File: src/rtl/alu_bist_pkg.sv
// Shared types and constants for the ALU built-in self-test engine.
package alu_bist_pkg;

  typedef enum logic [1:0] {
    IDLE = 2'd0,
    RUN  = 2'd1,
    DONE = 2'd2
  } state_t;

  localparam int NUM_VECTORS = 2048;
  localparam int VEC_W       = 11;
  localparam int MISR_W      = 16;
  localparam int ZERR_W      = 12;

  // Shift left, fold the dropped MSB back through the polynomial, then mix in data.
  function automatic logic [MISR_W-1:0] misr_next(input logic [MISR_W-1:0] sig,
                                                  input logic [MISR_W-1:0] poly,
                                                  input logic [MISR_W-1:0] d);
    return {sig[MISR_W-2:0], 1'b0} ^ (sig[MISR_W-1] ? poly : '0) ^ d;
  endfunction

endpackage

File: src/rtl/misr16.sv
// 16-bit multiple-input signature register; init reloads the seed, en folds in one data word.
module misr16
  import alu_bist_pkg::*;
#(
  parameter logic [MISR_W-1:0] SEED = 16'hFFFF,
  parameter logic [MISR_W-1:0] POLY = 16'h1021
) (
  input  logic              clk,
  input  logic              reset_n,
  input  logic              init,
  input  logic              en,
  input  logic [MISR_W-1:0] d,
  output logic [MISR_W-1:0] sig
);

  always_ff @(posedge clk or negedge reset_n) begin
    if (!reset_n) begin
      sig <= SEED;
    end else if (init) begin
      sig <= SEED;
    end else if (en) begin
      sig <= misr_next(sig, POLY, d);
    end
  end

endmodule

File: src/rtl/alu_bist.sv
// Self-test engine that sweeps all 2048 ALU vectors, compresses the responses into a
// MISR signature and counts zero-flag inconsistencies.
module alu_bist
  import alu_bist_pkg::*;
#(
  parameter logic [MISR_W-1:0] SEED       = 16'hFFFF,
  parameter logic [MISR_W-1:0] POLY       = 16'h1021,
  parameter logic [MISR_W-1:0] GOLDEN_SIG = 16'h0000
) (
  input  logic              clk,
  input  logic              reset_n,
  input  logic              start,
  input  logic              abort,
  output logic [3:0]        alu_A,
  output logic [3:0]        alu_B,
  output logic [1:0]        alu_Op,
  output logic              alu_arit,
  input  logic [3:0]        alu_R,
  input  logic              alu_z,
  input  logic              alu_c,
  input  logic              alu_s,
  output logic              busy,
  output logic              done,
  output logic              pass,
  output logic [MISR_W-1:0] signature,
  output logic [ZERR_W-1:0] zerr_count,
  output state_t            state_dbg
);

  // Handshake: start is a one-cycle request, accepted only in IDLE or DONE and only
  // when abort is low; done is a level held until the next accepted start or abort.

  state_t             state;
  logic [VEC_W-1:0]   vec;
  logic               start_ok;
  logic               capture;
  logic               z_err;
  logic [MISR_W-1:0]  misr_d;

  assign {alu_arit, alu_Op, alu_A, alu_B} = vec;
  assign state_dbg = state;

  assign start_ok = start && !abort && (state != RUN);
  assign capture  = !abort && (state == RUN);
  assign z_err    = (alu_z != ~|alu_R);

  // Logic-group carry and sign carry no meaning, so they never reach the signature.
  assign misr_d = {9'b0, alu_c & alu_arit, alu_s & alu_arit, alu_z, alu_R};

  misr16 #(
    .SEED (SEED),
    .POLY (POLY)
  ) u_misr (
    .clk     (clk),
    .reset_n (reset_n),
    .init    (start_ok),
    .en      (capture),
    .d       (misr_d),
    .sig     (signature)
  );

  always_ff @(posedge clk or negedge reset_n) begin
    if (!reset_n) begin
      state      <= IDLE;
      vec        <= '0;
      busy       <= 1'b0;
      done       <= 1'b0;
      zerr_count <= '0;
    end else if (abort) begin
      state <= IDLE;
      vec   <= '0;
      busy  <= 1'b0;
      done  <= 1'b0;
    end else begin
      case (state)
        IDLE, DONE: begin
          if (start) begin
            state      <= RUN;
            vec        <= '0;
            busy       <= 1'b1;
            done       <= 1'b0;
            zerr_count <= '0;
          end
        end
        RUN: begin
          vec <= vec + 1'b1;
          if (z_err && (zerr_count != '1)) begin
            zerr_count <= zerr_count + 1'b1;
          end
          if (vec == VEC_W'(NUM_VECTORS - 1)) begin
            state <= DONE;
            busy  <= 1'b0;
            done  <= 1'b1;
          end
        end
        default: begin
          state <= IDLE;
          vec   <= '0;
          busy  <= 1'b0;
          done  <= 1'b0;
        end
      endcase
    end
  end

  // Signature and error count are frozen while done is high, so this is stable.
  assign pass = done && (signature == GOLDEN_SIG) && (zerr_count == '0);

endmodule

File: config.mk
export PLATFORM = sky130hd
export DESIGN_NAME = alu_bist
export DESIGN_NICKNAME = d
export VERILOG_FILES = /design/src/rtl/alu_bist_pkg.sv /design/src/rtl/misr16.sv /design/src/rtl/alu_bist.sv
export SDC_FILE = /design/constraint.sdc
export NUM_CORES = 1
export LEC_CHECK = 0
export CAP_MARGIN = 20
export CORE_MARGIN = 1.5
export CORE_UTILIZATION = 40
export CTS_CLUSTER_DIAMETER = 150
export DETAILED_ROUTE_END_ITERATION = 8
export PLACE_DENSITY = 0.68
export REMOVE_ABC_BUFFERS = 1
export SYNTH_ARGS = -nofsm -noshare
export SYNTH_HDL_FRONTEND = slang
export SYNTH_HIERARCHICAL = 1
export SYNTH_SLANG_ARGS = --single-unit
File: constraint.sdc
create_clock -name clk -period 4.2 [get_ports clk]
set_input_delay 0.42 -clock clk [delete_from_list [all_inputs] [get_ports clk]]
set_output_delay 0.42 -clock clk [all_outputs]
set_load 0.01 [all_outputs]
==> flow_summary.json, run 1 <==
{
  "status": "complete, no violations",
  "power.switching_w": 0.000367,
  "drive_above_1_share": 0.125,
  "max_stage_delay_ps": 540,
  "core_area_um2": 5920,
  "synth-edff-count": 0,
  "post-cts-setup-buffers": 0,
  "worstSetupEndpointType": "output pin",
  "crit_path_cell_trace": "inv_1 -> ha_1 -> nor4b_1 -> nand4_1 -> nor2_1 -> clkdlybuf4s50_1",
  "fmax_mhz": 397,
  "clock_latency_ps": 300,
  "synth_top_area_cell": "dfrtp_1",
  "power_leakage_nw": 1.26,
  "critPathLaunchType": "flop",
  "seq_area_frac_synth": 0.439,
  "p_clk_frac": 0.299,
  "arrival_ps": 2100,
  "avgViaCountPerCell": 5.48,
  "ios": 55,
  "antenna_found_initial": 0,
  "min_period_over_period": 0.600,
  "ys_warn_count": 6,
  "grt_use_total": 0.195,
  "worst-path-buf-inv": 2,
  "drc_errors": 0,
  "ys_ff_latch": 42,
  "hold_path.class": "in -> async",
  "pwr-share-comb": 0.269,
  "antenna_left": 0,
  "synth_top_area_share": 0.267,
  "cts_buffer_depth": 2,
  "ys_types": 50,
  "cts_tree": "done",
  "path_clk_slew_ps": 80,
  "ir_drop_mv": 0.151,
  "syn_avg_cell_area_um2": 10.2,
  "power_density_nw_per_um2": 414,
  "hpwl_mm": 4.04,
  "syn_to_final_growth_pct": 30.2,
  "cts_hold_buffers": 0,
  "numCtsBuffers": 5,
  "placed_area_um2": 3040,
  "cts.sink_count": 42,
  "die_w_um": 81.1,
  "critPathKind": "reg -> out",
  "start_util": 0.412,
  "overflow": 0,
  "seqPwrFrac": 0.432,
  "antenna_cells": 0,
  "cp.required_ps": 3780,
  "fin_util": 0.537,
  "cts_max_level": 2,
  "hold_viol": 0,
  "netlist_area_um2": 2440,
  "skew_ps": 6.47,
  "synth.area.top_cells": "dfrtp_1 27%, dfstp_2 17%, a211o_1 5.7%",
  "gp_congestion": 0.859,
  "grt_pass1_wl_mm": 9.85,
  "grt_pass1_vias": 1946,
  "finalNetCount": 310,
  "ys.flop_type": "dfrtp_1",
  "wl_mm": 5.78,
  "avgRoutedWirePerCell_um": 15.5,
  "vias": 2038,
  "crit_slowest_cell": "clkdlybuf4s50_1",
  "fin_area_um2": 3180,
  "critPathMaxFanout": 7,
  "critPathTopFamily": "buffers and inverters",
  "drtPass1Iterations": 6,
  "internal_power_w": 0.000950,
  "placedCellCount": 364,
  "tns_ps": 0,
  "worstMarginPinSlew_ps": 1050,
  "clk_root_buffer_cell": "clkbuf_8",
  "dieArea_um2": 6580,
  "cap_violations": 0,
  "max_slew_margin": 0.300,
  "fin_cells": 372,
  "synthCells": 239,
  "rsz0062_at_grt": "no",
  "die_h_um": 81.1,
  "grt_max_degree": 43,
  "drv_slew": 0,
  "post-route-min-period_ps": 2520,
  "setup_viol": 0,
  "async_flop_share": 1.00,
  "drtIter0Drc": 147,
  "swShare": 0.279,
  "cts_resized": 0,
  "rows": 28,
  "io_buffers": 54
}
per-layer routing:
metal | track usage | up-vias | wire (µm)
met5 | 0 | - | 0
met4 | 0.0569 | 0 | 38
met3 | 0.0438 | 4 | 319
met2 | 0.300 | 67 | 2720
met1 | 0.275 | 977 | 2700
li1 | - | 990 | -
state kept, by name, summed over array words and instances (netlist names):
signal      flops
state_dbg       2
u_misr/sig     16
vec            11
done            1
zerr_count     12
synth_stat cells (all sizes together), types with 2 or more instances:
cell and n:
nor3 6, a211o 16, a21oi 4, a22o 3, inv 7, nor3b 2
o31ai 2, buf 10, a21o 4, and4 3, nor4b 3, nand2 7
xor3 2, ha 3, nor4 8, xnor2 5, clkbuf 2, nand3 7
nand4 6, o21ai 11, and3 3, and2 2, nor2 17, nor2b 18
o22ai 3, xor2 14, dfstp 16, a31oi 12, dfrtp 26, a211oi 3
area by class of cell:
cell class                 instances  area, µm²
clock buffer                       6       82.6
sequential                        42       1070
fill                             552       2740
multi-input combinational        186       1310
tap                               75       93.8
inverter                           7       26.3
clock inverter                     2       60.1
timing repair buffer              54        536
cell families (layout without fill, tap and decap cells):
group	Yosys count	in the layout	share of synthesized area
and+or+nand+nor	87	87	0.202
muxes	2	2	0.00871
buffers and inverters	19	69	0.0389
adders and majority gates	3	3	0.0154
xor gates and xnor gates	21	21	0.0876
other	1	9	0.00154
AOI/OAI and AO/OA	64	64	0.207
DFF	42	42	0.439
final timing paths:
kind | startpoint | end | slack (ps) | cells past startpoint
setup / recovery | zerr_count[0]$_DFFE_PN0P_ | pass | 1680 | 6
hold / removal | reset_n | zerr_count[5]$_DFFE_PN0P_ | 250 | 1
setup reg to reg | state_dbg[0]$_DFFE_PN0P_ | vec[8]$_DFFE_PN0P_ | 2200 | 4
hold reg to reg | vec[5]$_DFFE_PN0P_ | vec[5]$_DFFE_PN0P_ | 520 | 1
max in group asynchronous | reset_n | zerr_count[10]$_DFFE_PN0P_ | 3380 | 1
min in group clk | vec[5]$_DFFE_PN0P_ | vec[5]$_DFFE_PN0P_ | 520 | 1
power by group through the flow:
| stage | Combinational [W] | Clock (W) | Sequential [W] |
|---|---|---|---|
| after floorplan | 0.000168 | 0 | 0.000585 |
| after detailed placement | 0.000355 | 0 | 0.000578 |
| after global routing | 0.000386 | 0.000423 | 0.000582 |
| final | 0.000354 | 0.000394 | 0.000570 |
| after global placement | 0.000348 | 0 | 0.000579 |
| after CTS | 0.000357 | 0.000404 | 0.000572 |
placed cells by master, fill, tap and decap left out, drive strengths merged, types with 4 or more instances in the layout:
cell type,n
nor2b,18
clkdlybuf4s50,53
nand3,7
nand4,6
conb,9
xnor2,5
nor2,17
a21o,4
a21oi,4
nor4,8
dfstp,16
inv,7
dfrtp,26
a211o,16
clkbuf,6
nand2,7
o21ai,11
xor2,14
a31oi,12
nor3,6
through the flow:
step / total power (W) / hold WS [ps] / setup WS, ps
3_3_place_gp: 0.000927 / 517 / 1650
4_1_cts: 0.00133 / 289 / 1650
2_1_floorplan: 0.000752 / 124 / 2260
6_report: 0.00132 / 251 / 1680
5_1_grt: 0.00139 / 330 / 1430
3_5_place_dp: 0.000933 / 509 / 1610
No activity file was read; power rests on OpenSTA's default activity.
==> inputs of run 2 (changes only) <==
Clock period 4.2 ns to 2.35 ns, I/O delays scaled along.
==> flow_summary.json, run 2 (synthesis gave the netlist of run 1 again) <==
{
  "status": "complete, no violations",
  "start_util": 0.412,
  "timing.hold.ws_ps": 32.2,
  "internal_power_w": 0.00158,
  "min_period_over_period": 0.799,
  "ios": 55,
  "drtPass1Iterations": 5,
  "avgViaCountPerCell": 5.64,
  "wl_mm": 5.83,
  "swShare": 0.298,
  "arrival_ps": 1640,
  "grt_pass1_vias": 1937,
  "power.switching_w": 0.000669,
  "grt_max_degree": 39,
  "cap_violations": 0,
  "layout_commonest_cell": "clkdlybuf4s50_1",
  "numCtsBuffers": 5,
  "power_density_nw_per_um2": 697,
  "antenna_cells": 0,
  "post-route-min-period_ps": 1880,
  "setup_viol": 0,
  "antenna_left": 0,
  "cts_hold_buffers": 0,
  "fillers": 536,
  "cts_resized": 0,
  "post-cts-setup-buffers": 0,
  "hold_viol": 0,
  "cts_max_level": 2,
  "antenna_found_initial": 0,
  "ir_drop_mv": 0.269,
  "vias": 2137,
  "finalNetCount": 317,
  "placed_area_um2": 3100,
  "dieArea_um2": 6580,
  "hold_path.class": "in -> async",
  "clk_root_buffer_cell": "clkbuf_8",
  "power_leakage_nw": 1.31,
  "drv_slew": 0,
  "tns_ps": 0,
  "worstSetupEndpointType": "output pin",
  "largest_registers": "u_misr/sig (16), zerr_count (12), vec (11)",
  "grt_use_total": 0.190,
  "fin_area_um2": 3220,
  "largest_reg_flops": 16,
  "rows": 28,
  "cts_buffer_depth": 2,
  "hpwl_mm": 4.13,
  "critPathKind": "reg -> out",
  "grt_pass1_wl_mm": 9.52,
  "drc_errors": 0,
  "final_cell_mix": "52 x clkdlybuf4s50_1, 25 x dfrtp_1, 17 x nor2_1, 17 x nor2b_1",
  "top_register": "u_misr/sig",
  "avgRoutedWirePerCell_um": 15.4,
  "p_clk_frac": 0.253,
  "power_w": 0.00224,
  "pwr-share-comb": 0.293,
  "critPathLaunchType": "flop",
  "cp.required_ps": 2120,
  "clock_latency_ps": 300,
  "drtIter0Drc": 155,
  "seqPwrFrac": 0.454,
  "fmax_mhz": 533,
  "die_w_um": 81.1,
  "cts_tree": "done",
  "cts.sink_count": 42,
  "critPathMaxFanout": 6,
  "overflow": 0,
  "rsz0062_at_grt": "no",
  "syn_to_final_growth_pct": 31.9,
  "die_h_um": 81.1,
  "worstMarginPinSlew_ps": 1030,
  "max_slew_margin": 0.311,
  "path_clk_slew_ps": 80,
  "io_buffers": 54,
  "gp_congestion": 0.883,
  "drive_above_1_share": 0.151,
  "core_area_um2": 5920,
  "skew_ps": 4.26
}
run 2: power by group through the flow:
stage          sequential, W  clock, W  combinational, W
2_1_floorplan        0.00104         0          0.000300
3_3_place_gp         0.00103         0          0.000649
3_5_place_dp         0.00103         0          0.000655
4_1_cts              0.00102  0.000583          0.000658
5_1_grt              0.00104  0.000616          0.000719
6_report             0.00102  0.000569          0.000657
run 2: stage by stage:
| stage | std cells | setup slack [ps] | utilization |
|---|---|---|---|
| floorplan | 235 | 414 | - |
| global placement | 371 | 208 | 0.524 |
| detailed placement | 371 | 176 | 0.524 |
| CTS | 379 | 3.63 | 0.542 |
| global route | 379 | 282 | 0.544 |
| finish | 379 | 473 | 0.544 |
run 2: worst paths after layout:
check / startpoint / endpoint / slack, ps / depth (start not counted)
max: zerr_count[1]$_DFFE_PN0P_ / pass / 470 / 6
min: reset_n / zerr_count[6]$_DFFE_PN0P_ / 30 / 1
max reg2reg: state_dbg[0]$_DFFE_PN0P_ / u_misr/sig[1]$_DFFE_PN1P_ / 510 / 3
min reg2reg: done$_DFFE_PN0P_ / done$_DFFE_PN0P_ / 530 / 2
max in group asynchronous: reset_n / u_misr/sig[6]$_DFFE_PN1P_ / 1630 / 2
min in group clk: done$_DFFE_PN0P_ / done$_DFFE_PN0P_ / 530 / 2
run 2: final cells by class:
type / instances / area, µm² / area share
Multi-Input combinational cell: 186 / 1320 / 0.409
Sequential cell: 42 / 1070 / 0.333
Timing Repair Buffer: 61 / 603 / 0.187
Tap cell: 75 / 93.8 / 0.0291
Clock buffer: 5 / 68.8 / 0.0214
Clock inverter: 3 / 40.0 / 0.0124
Inverter: 7 / 26.3 / 0.00816
run 2: layer usage:
metal,GRT usage,part of all wire
met1,0.271,0.47
met4,0.0586,0.013
met3,0.0404,0.049
met5,0,0
met2,0.288,0.46
run 2: worst max-delay path, stage by stage (launching register included):
cell            delay, ps
dfrtp_2               450
inv_1                  90
ha_1                  160
nor4b_2               200
nand4_1               160
nor2_1                130
dlymetal6s2s_1        160
